==> config.mk <==
export PLATFORM = sky130hd
export DESIGN_NAME = port_group_allocator
export DESIGN_NICKNAME = d
export VERILOG_FILES = /design/src/rtl/port_group_allocator_pkg.sv /design/src/rtl/port_group_allocator_rr_first_free.sv /design/src/rtl/port_group_allocator.sv
export SDC_FILE = /design/constraint.sdc
export NUM_CORES = 1
export LEC_CHECK = 0
export ABC_CLOCK_PERIOD_IN_PS = 3600
export BUFFER_PORTS_ARGS = -buffer_cell sky130_fd_sc_hd__clkbuf_2
export CORE_MARGIN = 5
export CORE_UTILIZATION = 48
export CTS_BUF_LIST = sky130_fd_sc_hd__clkbuf_4
export DETAILED_ROUTE_END_ITERATION = 7
export PLACE_DENSITY = 0.82
export SLEW_MARGIN = 10
export SYNTH_ARGS = -nofsm -noshare
export SYNTH_HDL_FRONTEND = slang
export SYNTH_SLANG_ARGS = --single-unit
==> constraint.sdc <==
create_clock -name clk -period 3.6 [get_ports clk]
set_input_delay 0.9 -clock clk [delete_from_list [all_inputs] [get_ports clk]]
set_output_delay 0.9 -clock clk [all_outputs]
set_load 0.01 [all_outputs]
==> src/rtl/port_group_allocator_pkg.sv <==
// Shared vector-core definitions: default port counts, instruction-type width
// and the index types used for write-port groups and VRF read ports.
package port_group_allocator_pkg;

    localparam int W_PORTS_NUM_DEF = 4;
    localparam int R_PORTS_NUM_DEF = 2 * W_PORTS_NUM_DEF;
    localparam int INSTR_TYPES_DEF = 12;

    localparam int GRP_IDX_W  = $clog2(W_PORTS_NUM_DEF);
    localparam int PORT_IDX_W = $clog2(R_PORTS_NUM_DEF);

    typedef logic [GRP_IDX_W-1:0]  grp_idx_t;
    typedef logic [PORT_IDX_W-1:0] port_idx_t;

    // Each group owns read ports 2g and 2g+1; operand 3 borrows the odd one.
    function automatic port_idx_t op3_port_of(input grp_idx_t grp);
        return {grp, 1'b1};
    endfunction

endpackage

==> src/rtl/port_group_allocator_rr_first_free.sv <==
// Round-robin first-free search: returns the first set bit of mask found
// scanning upward from ptr, wrapping modulo N (N must be a power of two).
module rr_first_free
    import port_group_allocator_pkg::*;
#(
    parameter int N  = W_PORTS_NUM_DEF,
    parameter int IW = $clog2(N)
) (
    input  logic [N-1:0]  mask,
    input  logic [IW-1:0] ptr,
    output logic [IW-1:0] index,
    output logic          found
);

    logic [IW-1:0] cand;

    // Scan from the farthest offset down so the nearest hit is written last.
    always_comb begin
        index = ptr;
        found = 1'b0;
        cand  = '0;
        for (int i = N - 1; i >= 0; i--) begin
            cand = ptr + IW'(i);
            if (mask[cand]) begin
                index = cand;
                found = 1'b1;
            end
        end
    end

endmodule

==> src/rtl/port_group_allocator.sv <==
// Write-port group allocator: grants a free group round-robin with zero latency,
// optionally reserves a second group's odd read port for operand 3.
module port_group_allocator
    import port_group_allocator_pkg::*;
#(
    parameter int W_PORTS_NUM = W_PORTS_NUM_DEF,
    parameter int R_PORTS_NUM = R_PORTS_NUM_DEF,
    parameter int INSTR_TYPES = INSTR_TYPES_DEF
) (
    input  logic                           clk,
    input  logic                           rstn,
    input  logic [INSTR_TYPES-1:0]         instr_vld_i,
    output logic [INSTR_TYPES-1:0]         instr_rdy_o,
    input  logic                           op3_req_i,
    input  logic                           vrf_addr_vld_i,
    input  logic [W_PORTS_NUM-1:0]         port_done_i,
    output logic [W_PORTS_NUM-1:0]         start_o,
    output logic [$clog2(W_PORTS_NUM)-1:0] group_sel_o,
    output logic [$clog2(R_PORTS_NUM)-1:0] op3_port_sel_o,
    output logic                           op3_port_vld_o,
    output logic                           alloc_vld_o,
    output logic [W_PORTS_NUM-1:0]         busy_o,
    output logic [$clog2(W_PORTS_NUM):0]   free_cnt_o
);

    localparam int GW = $clog2(W_PORTS_NUM);
    localparam int PW = $clog2(R_PORTS_NUM);
    localparam int CW = GW + 1;

    logic [W_PORTS_NUM-1:0]         busy_q, busy_d;
    logic [W_PORTS_NUM-1:0]         resv_q, resv_d;
    logic [W_PORTS_NUM-1:0]         link_vld_q, link_vld_d;
    logic [W_PORTS_NUM-1:0][GW-1:0] link_idx_q, link_idx_d;
    logic [GW-1:0]                  rr_ptr_q, rr_ptr_d;
    logic [CW-1:0]                  free_cnt_q, free_cnt_d;

    logic [W_PORTS_NUM-1:0] free_q;
    logic [W_PORTS_NUM-1:0] free_d;
    logic [GW-1:0]          grant_idx;
    logic                   grant_found;
    logic [GW-1:0]          op3_grp;
    logic                   rdy;
    logic                   alloc;
    logic                   op3_take;

    assign free_q = ~busy_q & ~resv_q;

    rr_first_free #(
        .N  (W_PORTS_NUM),
        .IW (GW)
    ) u_rr_first_free (
        .mask  (free_q),
        .ptr   (rr_ptr_q),
        .index (grant_idx),
        .found (grant_found)
    );

    // Handshake: ready is derived from registered state and op3_req_i only, never
    // from instr_vld_i; an allocation fires on any vld&rdy bit with a valid VRF address.
    always_comb begin
        rdy      = (free_cnt_q != '0) && (!op3_req_i || (free_cnt_q >= CW'(2)));
        alloc    = (|(instr_vld_i & {INSTR_TYPES{rdy}})) && vrf_addr_vld_i && grant_found;
        op3_take = alloc && op3_req_i;
    end

    always_comb begin
        op3_grp = '0;
        for (int g = W_PORTS_NUM - 1; g >= 0; g--) begin
            if (free_q[g] && (GW'(g) != grant_idx)) begin
                op3_grp = GW'(g);
            end
        end
    end

    // Clears are applied first so a same-cycle set on the same bit wins.
    always_comb begin
        busy_d     = busy_q;
        resv_d     = resv_q;
        link_vld_d = link_vld_q;
        link_idx_d = link_idx_q;
        rr_ptr_d   = rr_ptr_q;
        for (int g = 0; g < W_PORTS_NUM; g++) begin
            if (port_done_i[g] && busy_q[g]) begin
                busy_d[g] = 1'b0;
                if (link_vld_q[g]) begin
                    resv_d[link_idx_q[g]] = 1'b0;
                    link_vld_d[g]         = 1'b0;
                end
            end
        end
        if (alloc) begin
            busy_d[grant_idx]     = 1'b1;
            link_vld_d[grant_idx] = op3_req_i;
            link_idx_d[grant_idx] = op3_grp;
            rr_ptr_d              = grant_idx + GW'(1);
            if (op3_req_i) begin
                resv_d[op3_grp] = 1'b1;
            end
        end
    end

    always_comb begin
        free_d     = ~busy_d & ~resv_d;
        free_cnt_d = '0;
        for (int g = 0; g < W_PORTS_NUM; g++) begin
            free_cnt_d = free_cnt_d + CW'(free_d[g]);
        end
    end

    always_ff @(posedge clk or negedge rstn) begin
        if (!rstn) begin
            busy_q     <= '0;
            resv_q     <= '0;
            link_vld_q <= '0;
            link_idx_q <= '0;
            rr_ptr_q   <= '0;
            free_cnt_q <= CW'(W_PORTS_NUM);
        end else begin
            busy_q     <= busy_d;
            resv_q     <= resv_d;
            link_vld_q <= link_vld_d;
            link_idx_q <= link_idx_d;
            rr_ptr_q   <= rr_ptr_d;
            free_cnt_q <= free_cnt_d;
        end
    end

    always_comb begin
        instr_rdy_o    = {INSTR_TYPES{rdy}};
        alloc_vld_o    = alloc;
        start_o        = '0;
        if (alloc) begin
            start_o[grant_idx] = 1'b1;
        end
        group_sel_o    = grant_idx;
        op3_port_sel_o = op3_take ? PW'({op3_grp, 1'b1}) : '0;
        op3_port_vld_o = op3_take;
        busy_o         = busy_q;
        free_cnt_o     = free_cnt_q;
    end

endmodule

# After elaboration in Yosys (flattened, before gate mapping)
# Index checks and enable logic that the tools add are counted.
# word_totals
reg_bits,25
inputBits,20
out_inout_bits,30
elab_cells,134
# op_classes
addsub,7
order_cmp,17
eq_ne,3
muxes,58
bitwise,17
n_reduce_logical,23
# ops
op,n
2-to-1 mux 4 bit,13
inverter 4 bit,8
< comparator 2 x 3 -> 1 bit (second input constant),10
AND 4 bit,6
2-to-1 mux 1 bit,22
logical AND 1 bit,18
2-to-1 mux 2 bit,9
AND 12 bit,1
demux 1 bit (select 2 bit),6
>= comparator 2 x 1 -> 1 bit (second input constant),6
OR reduction 12 bit,1
binary-select mux 1 bit (select 2 bit),4
bitwise mux 8 bit,1
bitwise OR 4 bit,2
adder 2 x 1 -> 2 bit (second input constant),2
adder 2 bit (second input constant),2
bitwise mux 4 bit,1
demux 2 bit (select 2 bit),1
inequality test 2 bit (first input constant),2
adder 2 x 1 -> 3 bit,1
adder 3 x 1 -> 3 bit,1
>= comparator 3 x 2 -> 1 bit (second input constant),1
2-to-1 mux 3 bit,1
nonzero test 3 bit,1
other kinds (5),5

# Depth between registers and ports, before layout
# depth
depth_word,26
mapped_depth,16
mapped_depth_nobuf,15

# Modules after synthesis
# From an unflattened synthesis, not the netlist that was laid out.
# hier_totals
hier_cells,185
area_unflattened_um2,1696.6
# modules_own_cells
module,instances,cells_per_inst,area_each_um2,seq_area_each_um2
port_group_allocator,1,169,1596.5,626.9
rr_first_free,1,16,100.1,0.0

# Worst setup path after synthesis
# OpenSTA, ideal clock, no wires.
# synth_timing
path_type,register to register
from,register busy_q[3] (netlist: busy_o[3])
to,register free_cnt_q[1] (netlist: free_cnt_o[1])
setup_time_ps,126
arrival_time_ps,4034
t_required_ps,3474
path_slack_ps,-560
stages_incl_launch_ff,16
n_path_buf,1
synth_period_minus_slack_ps,4160
cell_sequence,dfrtp_1 > buf_2 > or3b_1 > a22o_1 > a221oi_4 > inv_2 > ha_1 > nor3_1 > o221ai_1 > a21oi_1 > nor3_1 > or3_1 > fa_1 > inv_1 > ha_1 > ha_1
# synth_via
elab_chain_len,26
word_cells_on_any_way,55
cone_classes,3 x add/sub; 4 x order compare; 3 x eq/ne; 29 x mux; 7 x bitwise; 9 x reduce/logical
# synth_lines
item,line_no,text
"start, declared",port_group_allocator.sv:30,"logic [W_PORTS_NUM-1:0] busy_q, busy_d;"
"start signal, assigned",port_group_allocator.sv:119,busy_q <= busy_d;
inverter 4 bit *,port_group_allocator.sv:46,assign free_q = ~busy_q & ~resv_q;
AND 4 bit *,port_group_allocator.sv:46,
binary-select mux 1 bit (select 2 bit),port_group_allocator_rr_first_free.sv:24,if (mask[cand]) begin
2-to-1 mux 1 bit (implied by the code),port_group_allocator_rr_first_free.sv:24,
2-to-1 mux 2 bit (3 in series),port_group_allocator_rr_first_free.sv:24,
2-to-1 mux 2 bit *,port_group_allocator_rr_first_free.sv:24,
net group_sel_o[0],port_group_allocator.sv:18,"output logic [$clog2(W_PORTS_NUM)-1:0] group_sel_o,"
inequality test 2 bit,port_group_allocator.sv:69,if (free_q[g] && (GW'(g) != grant_idx)) begin
(+10 left out),-,
2-to-1 mux 4 bit,port_group_allocator.sv:96,if (op3_req_i) begin
2-to-1 mux 4 bit,port_group_allocator.sv:91,if (alloc) begin
inverter 4 bit,port_group_allocator.sv:103,free_d = ~busy_d & ~resv_d;
AND 4 bit *,port_group_allocator.sv:103,
adder 1 x 1 -> 2 bit,port_group_allocator.sv:106,free_cnt_d = free_cnt_d + CW'(free_d[g]);
adder 2 x 1 -> 3 bit,port_group_allocator.sv:106,
adder 3 x 1 -> 3 bit *,port_group_allocator.sv:106,
net free_cnt_d[1],port_group_allocator.sv:35,"logic [CW-1:0] free_cnt_q, free_cnt_d;"
"end signal, assigned",port_group_allocator.sv:117,free_cnt_q <= CW'(W_PORTS_NUM);
"end signal, assigned",port_group_allocator.sv:124,free_cnt_q <= free_cnt_d;
"end, declared",port_group_allocator.sv:35,
# The timed path passes the listed nets; every way through them passes the cells marked *. The select of a mux whose other input is x is not followed.
# A chain may end at the register's enable or synchronous reset.

# Final worst setup path
# layout_timing
from,register resv_q[3]
to,output op3_port_sel_o[1]
# layout_via
elab_chain_len,15
word_cells_on_any_way,33
cone_classes,3 x eq/ne; 21 x mux; 2 x bitwise; 7 x reduce/logical
# layout_lines
item,line_no,text
"start, declared",port_group_allocator.sv:31,"logic [W_PORTS_NUM-1:0] resv_q, resv_d;"
"start signal, assigned",port_group_allocator.sv:120,resv_q <= resv_d;
inverter 4 bit *,port_group_allocator.sv:46,
AND 4 bit *,port_group_allocator.sv:46,
binary-select mux 1 bit (select 2 bit),port_group_allocator_rr_first_free.sv:24,
2-to-1 mux 1 bit (implied by the code),port_group_allocator_rr_first_free.sv:24,
2-to-1 mux 2 bit (4 in series),port_group_allocator_rr_first_free.sv:24,
inequality test 2 bit,port_group_allocator.sv:69,
logical AND 1 bit,port_group_allocator.sv:69,
2-to-1 mux 2 bit (4 in series),port_group_allocator.sv:69,
2-to-1 mux 3 bit *,port_group_allocator.sv:136,"op3_port_sel_o = op3_take ? PW'({op3_grp, 1'b1}) : '0;"
"end, declared",port_group_allocator.sv:19,"output logic [$clog2(R_PORTS_NUM)-1:0] op3_port_sel_o,"
# Mark *: on every way between the ends. The rest lies on a longest branch, timed or not. The select of a mux whose other input is x is not followed.

==> impl_results.md <==
* Run status: complete, but fails checks
* Failing checks: setup timing
* Critical path launch point type: flop
* Slew Viols, Final at 0
* Setup CP Type: flop to primary output
* Synth Area in Adders at 0.04201
* Layout cell share with drive strength beyond 1 at 0.4982
* Clk slew on worst S/H paths at 0.15 ns
* Max Cap Viol at 0
* Post-CTS Hold Fix Bufs at 0
* Synth Instances at roughly 190
* Congestion Overflow GR at 0
* Multi-input gate area at around 980 µm²
* Power Density at 1243 nW/µm²
* FILL cells at between 200 and 300
* Pleak at 1.162 nW
* Vias per inst at between 5 and 6
* Drt initial violations at about 110
* Flop2flop setup slack at -0.16 ns
* Number of buffers created by CTS at 3
* Inserted Diodes at 0
* IO buf count at 49
* Yosys cell types at 48
* Psw at roughly 0.0014 W
* Main synth FF type: dfrtp_1
* Post-synthesis compound-gate area fraction at 0.1928
* Hold Path Class: input pin to async pin
* Synthesized area per cell at around 8.8 µm²
* Clk_lat worst skew at 0.33 ns
* Comb power frac at 0.772
* Synth Area in XOR/XNOR at 0
* Sw Share at 0.4583
* Length in cells of the worst reg-to-reg path at 14
* Final setup violation count at 5
* FF+latch area at around 630 µm²
* Number of remaining DRC errors at 0
* Dpl ws at -0.1612 ns
* Fin worst setup slack at -0.2819 ns
* Worst-Margin Slew at roughly 0.63 ns
* CTS sink cnt at 25
* Antenna Nets Post-Route at 0
* Internal power at roughly 0.0016 W
* H-tree depth at 1
* Initial antenna violation count at 0
* Area grow syn2layout at 43.59%
* Total wire length at between 5000 and 6000 µm
* Vias in the first global route at 1691
* Unrepaired setup endpoints after global routing: yes
* Crit path capture type: primary output
* Synth Cell Area at around 1700 µm²
* Final min period at 3.882 ns
* Synthesized net count at 214
* Initial DRT Pass Iterations at 4
* Period utilization at 1.078
* Crit Path Max Fanout at 5
* Row count at 21
* CTS tree: yes
* Largest family of logic cells by synthesized area: simple AND/OR/NAND/NOR gates
* Die H at around 70 µm
* Longest Clk Path Bufs at 2
* Layout net count at ~300
* Critical path required time at 2.70 ns
* Asr flop ratio synth at 1.000
* Global-route usage over all layers at 0.2252
* Peak supply drop at approximately 0.00081 V
* Clock power frac at 0.045
* Clk root buf: clkbuf_4
* Worst endpoint data arrival time at just under 3 ns
* Ports at 50
* Global placer's final weighted congestion at between 0.9 and 1
* CP startpoint: resv_q[3]
* Reg power frac at 0.183
* DR vias at about 1700
* CP endpoint: op3_port_sel_o[1]
* Yosys warns at 0
* Reg-to-reg critical path endpoint: free_cnt_o[1]
* Largest net degree at the start of global routing at 26
* Starting Density at 0.4959
* Synth Area in Simple Gates at 0.2281
* Mux cell area share after synthesis at 0.04126
* Core area at 3363 µm²
* Critical R2R Launch: resv_q[3]
* Die area at about 4800 µm²
* Slew margin rel. at 0.5810
* Die width at 68.95 µm
* Final hold vios at 0
* DPL Wire Length at 3741 µm
* WL per Instance at approximately 16 µm
* Part of the Yosys area used for sequential elements at 0.3758
* Fmax at about 260 MHz
* Post-synth EDFFs at 0
* Synthesized flop and latch total at 25
* Clock skew at 0.009103 ns
* TNS Setup at -0.7676 ns
* First-pass GRT wire length at just under 8000 µm
critical path, cell delays in order (launching register included):
cell and delay (ns):
dfrtp_2 0.46, or3b_4 0.41, a22o_1 0.22, a221oi_4 0.35
inv_2 0.10, ha_4 0.18, nor3_4 0.25, o31a_1 0.23
a211oi_4 0.06, and2_4 0.18, buf_6 0.11, buf_6 0.11
cells in the mapped netlist (3+ instances only):
| library cell | instances | area [µm²] |
|---|---|---|
| dfrtp_1 | 24 | 600.6 |
| inv_1 | 18 | 67.56 |
| nor2_1 | 14 | 52.55 |
| buf_4 | 13 | 97.59 |
| nand2_1 | 11 | 41.29 |
| o21ai_0 | 11 | 55.05 |
| nand3_1 | 9 | 45.04 |
| nor3_1 | 9 | 45.04 |
| or3_1 | 6 | 37.54 |
| a21oi_1 | 5 | 25.02 |
| nand4_1 | 5 | 31.28 |
| buf_2 | 4 | 20.02 |
| ha_1 | 4 | 50.05 |
| nor4_1 | 4 | 25.02 |
| o22ai_1 | 4 | 25.02 |
| a211o_1 | 3 | 26.28 |
| mux2_2 | 3 | 33.78 |
| nor2_2 | 3 | 18.77 |
| or2_1 | 3 | 18.77 |
how the worst min path moves through the flow:
stage / from / endpoint / slack [ns] / cells past startpoint
final: rstn / resv_q[0] / 0.55 / 1
after global routing: link_idx_q[2] / link_idx_q[2] / 0.59 / 1
after CTS: link_idx_q[5] / link_idx_q[5] / 0.55 / 2
after detailed placement: link_idx_q[5] / link_idx_q[5] / 0.52 / 2
after global placement: link_idx_q[5] / link_idx_q[5] / 0.51 / 2
after floorplan: link_idx_q[5] / link_idx_q[5] / 0.49 / 2
sequential cells by signal (all words and copies together) (netlist names):
| name | count |
|---|---|
| busy_o | 4 |
| free_cnt_o | 3 |
| link_idx_q | 8 |
| link_vld_q | 4 |
| resv_q | 4 |
| rr_ptr_q | 2 |
repair_timing:
item / CTS / global route
setup buffers: 13 / 7
pin swaps: 12 / 14
endpoints found under the hold margin: 0 / 0
cloned: 0 / 0
setup endpoints to repair: 5 / 5
gates resized for setup: 12 / 10
metrics by stage:
step	instance area [µm²]	util	instances	power, W	hold WS (ns)
floorplan	1740	-	189	0.001729	0.4881
global placement	2126	0.6321	295	0.002317	0.5094
detailed placement	2126	0.6321	295	0.002356	0.5191
CTS	2297	0.6830	312	0.002732	0.5501
global route	2395	0.7121	319	0.003184	0.5926
finish	2395	0.7121	319	0.002976	0.5512
power by group through the flow:
stage | combinational [W] | sequential (W) | clock (W)
2_1_floorplan | 0.00121 | 0.000518 | 0
3_3_place_gp | 0.00178 | 0.000536 | 0
3_5_place_dp | 0.00181 | 0.000542 | 0
4_1_cts | 0.00207 | 0.000533 | 0.000128
5_1_grt | 0.00248 | 0.000562 | 0.000143
6_report | 0.00230 | 0.000544 | 0.000134
per-layer routing:
layer	track usage	vias to the layer above	share of wire
met5	0	-	0
met1	0.2817	807	0.40
met2	0.3976	82	0.51
met3	0.02755	16	0.065
met4	0.07786	0	0.023
li1	-	839	-
logic make-up (layout without fill, tap and decap cells):
group	Yosys count	count (layout)
and+or+nand+nor	72	72
DFF	25	25
buffers and inverters	37	121
adders and majority gates	5	5
muxes	6	6
AOI/OAI and AO/OA	44	44
cell usage in the layout (no fill, tap or decap), types with 4 or more instances in the layout:
master	Yosys	final
o21ai_0	11	11
buf_4	13	47
dfrtp_1	24	23
or3_1	6	4
inv_1	18	17
nand2_1	11	11
nor4_1	4	4
nand4_1	5	5
clkbuf_2	0	47
nor2_1	14	12
buf_6	1	4
nand3_1	9	8
nor3_1	9	5
cell type report:
type	count	share of cell area
Tap cell	46	0.02403
Clock inverter	1	0.002090
Sequential cell	25	0.2623
Inverter	19	0.02978
Clock buffer	3	0.009404
Multi-Input combinational cell	127	0.4080
Timing Repair Buffer	98	0.2644
Note: power is estimated with default switching activity, not from simulation.
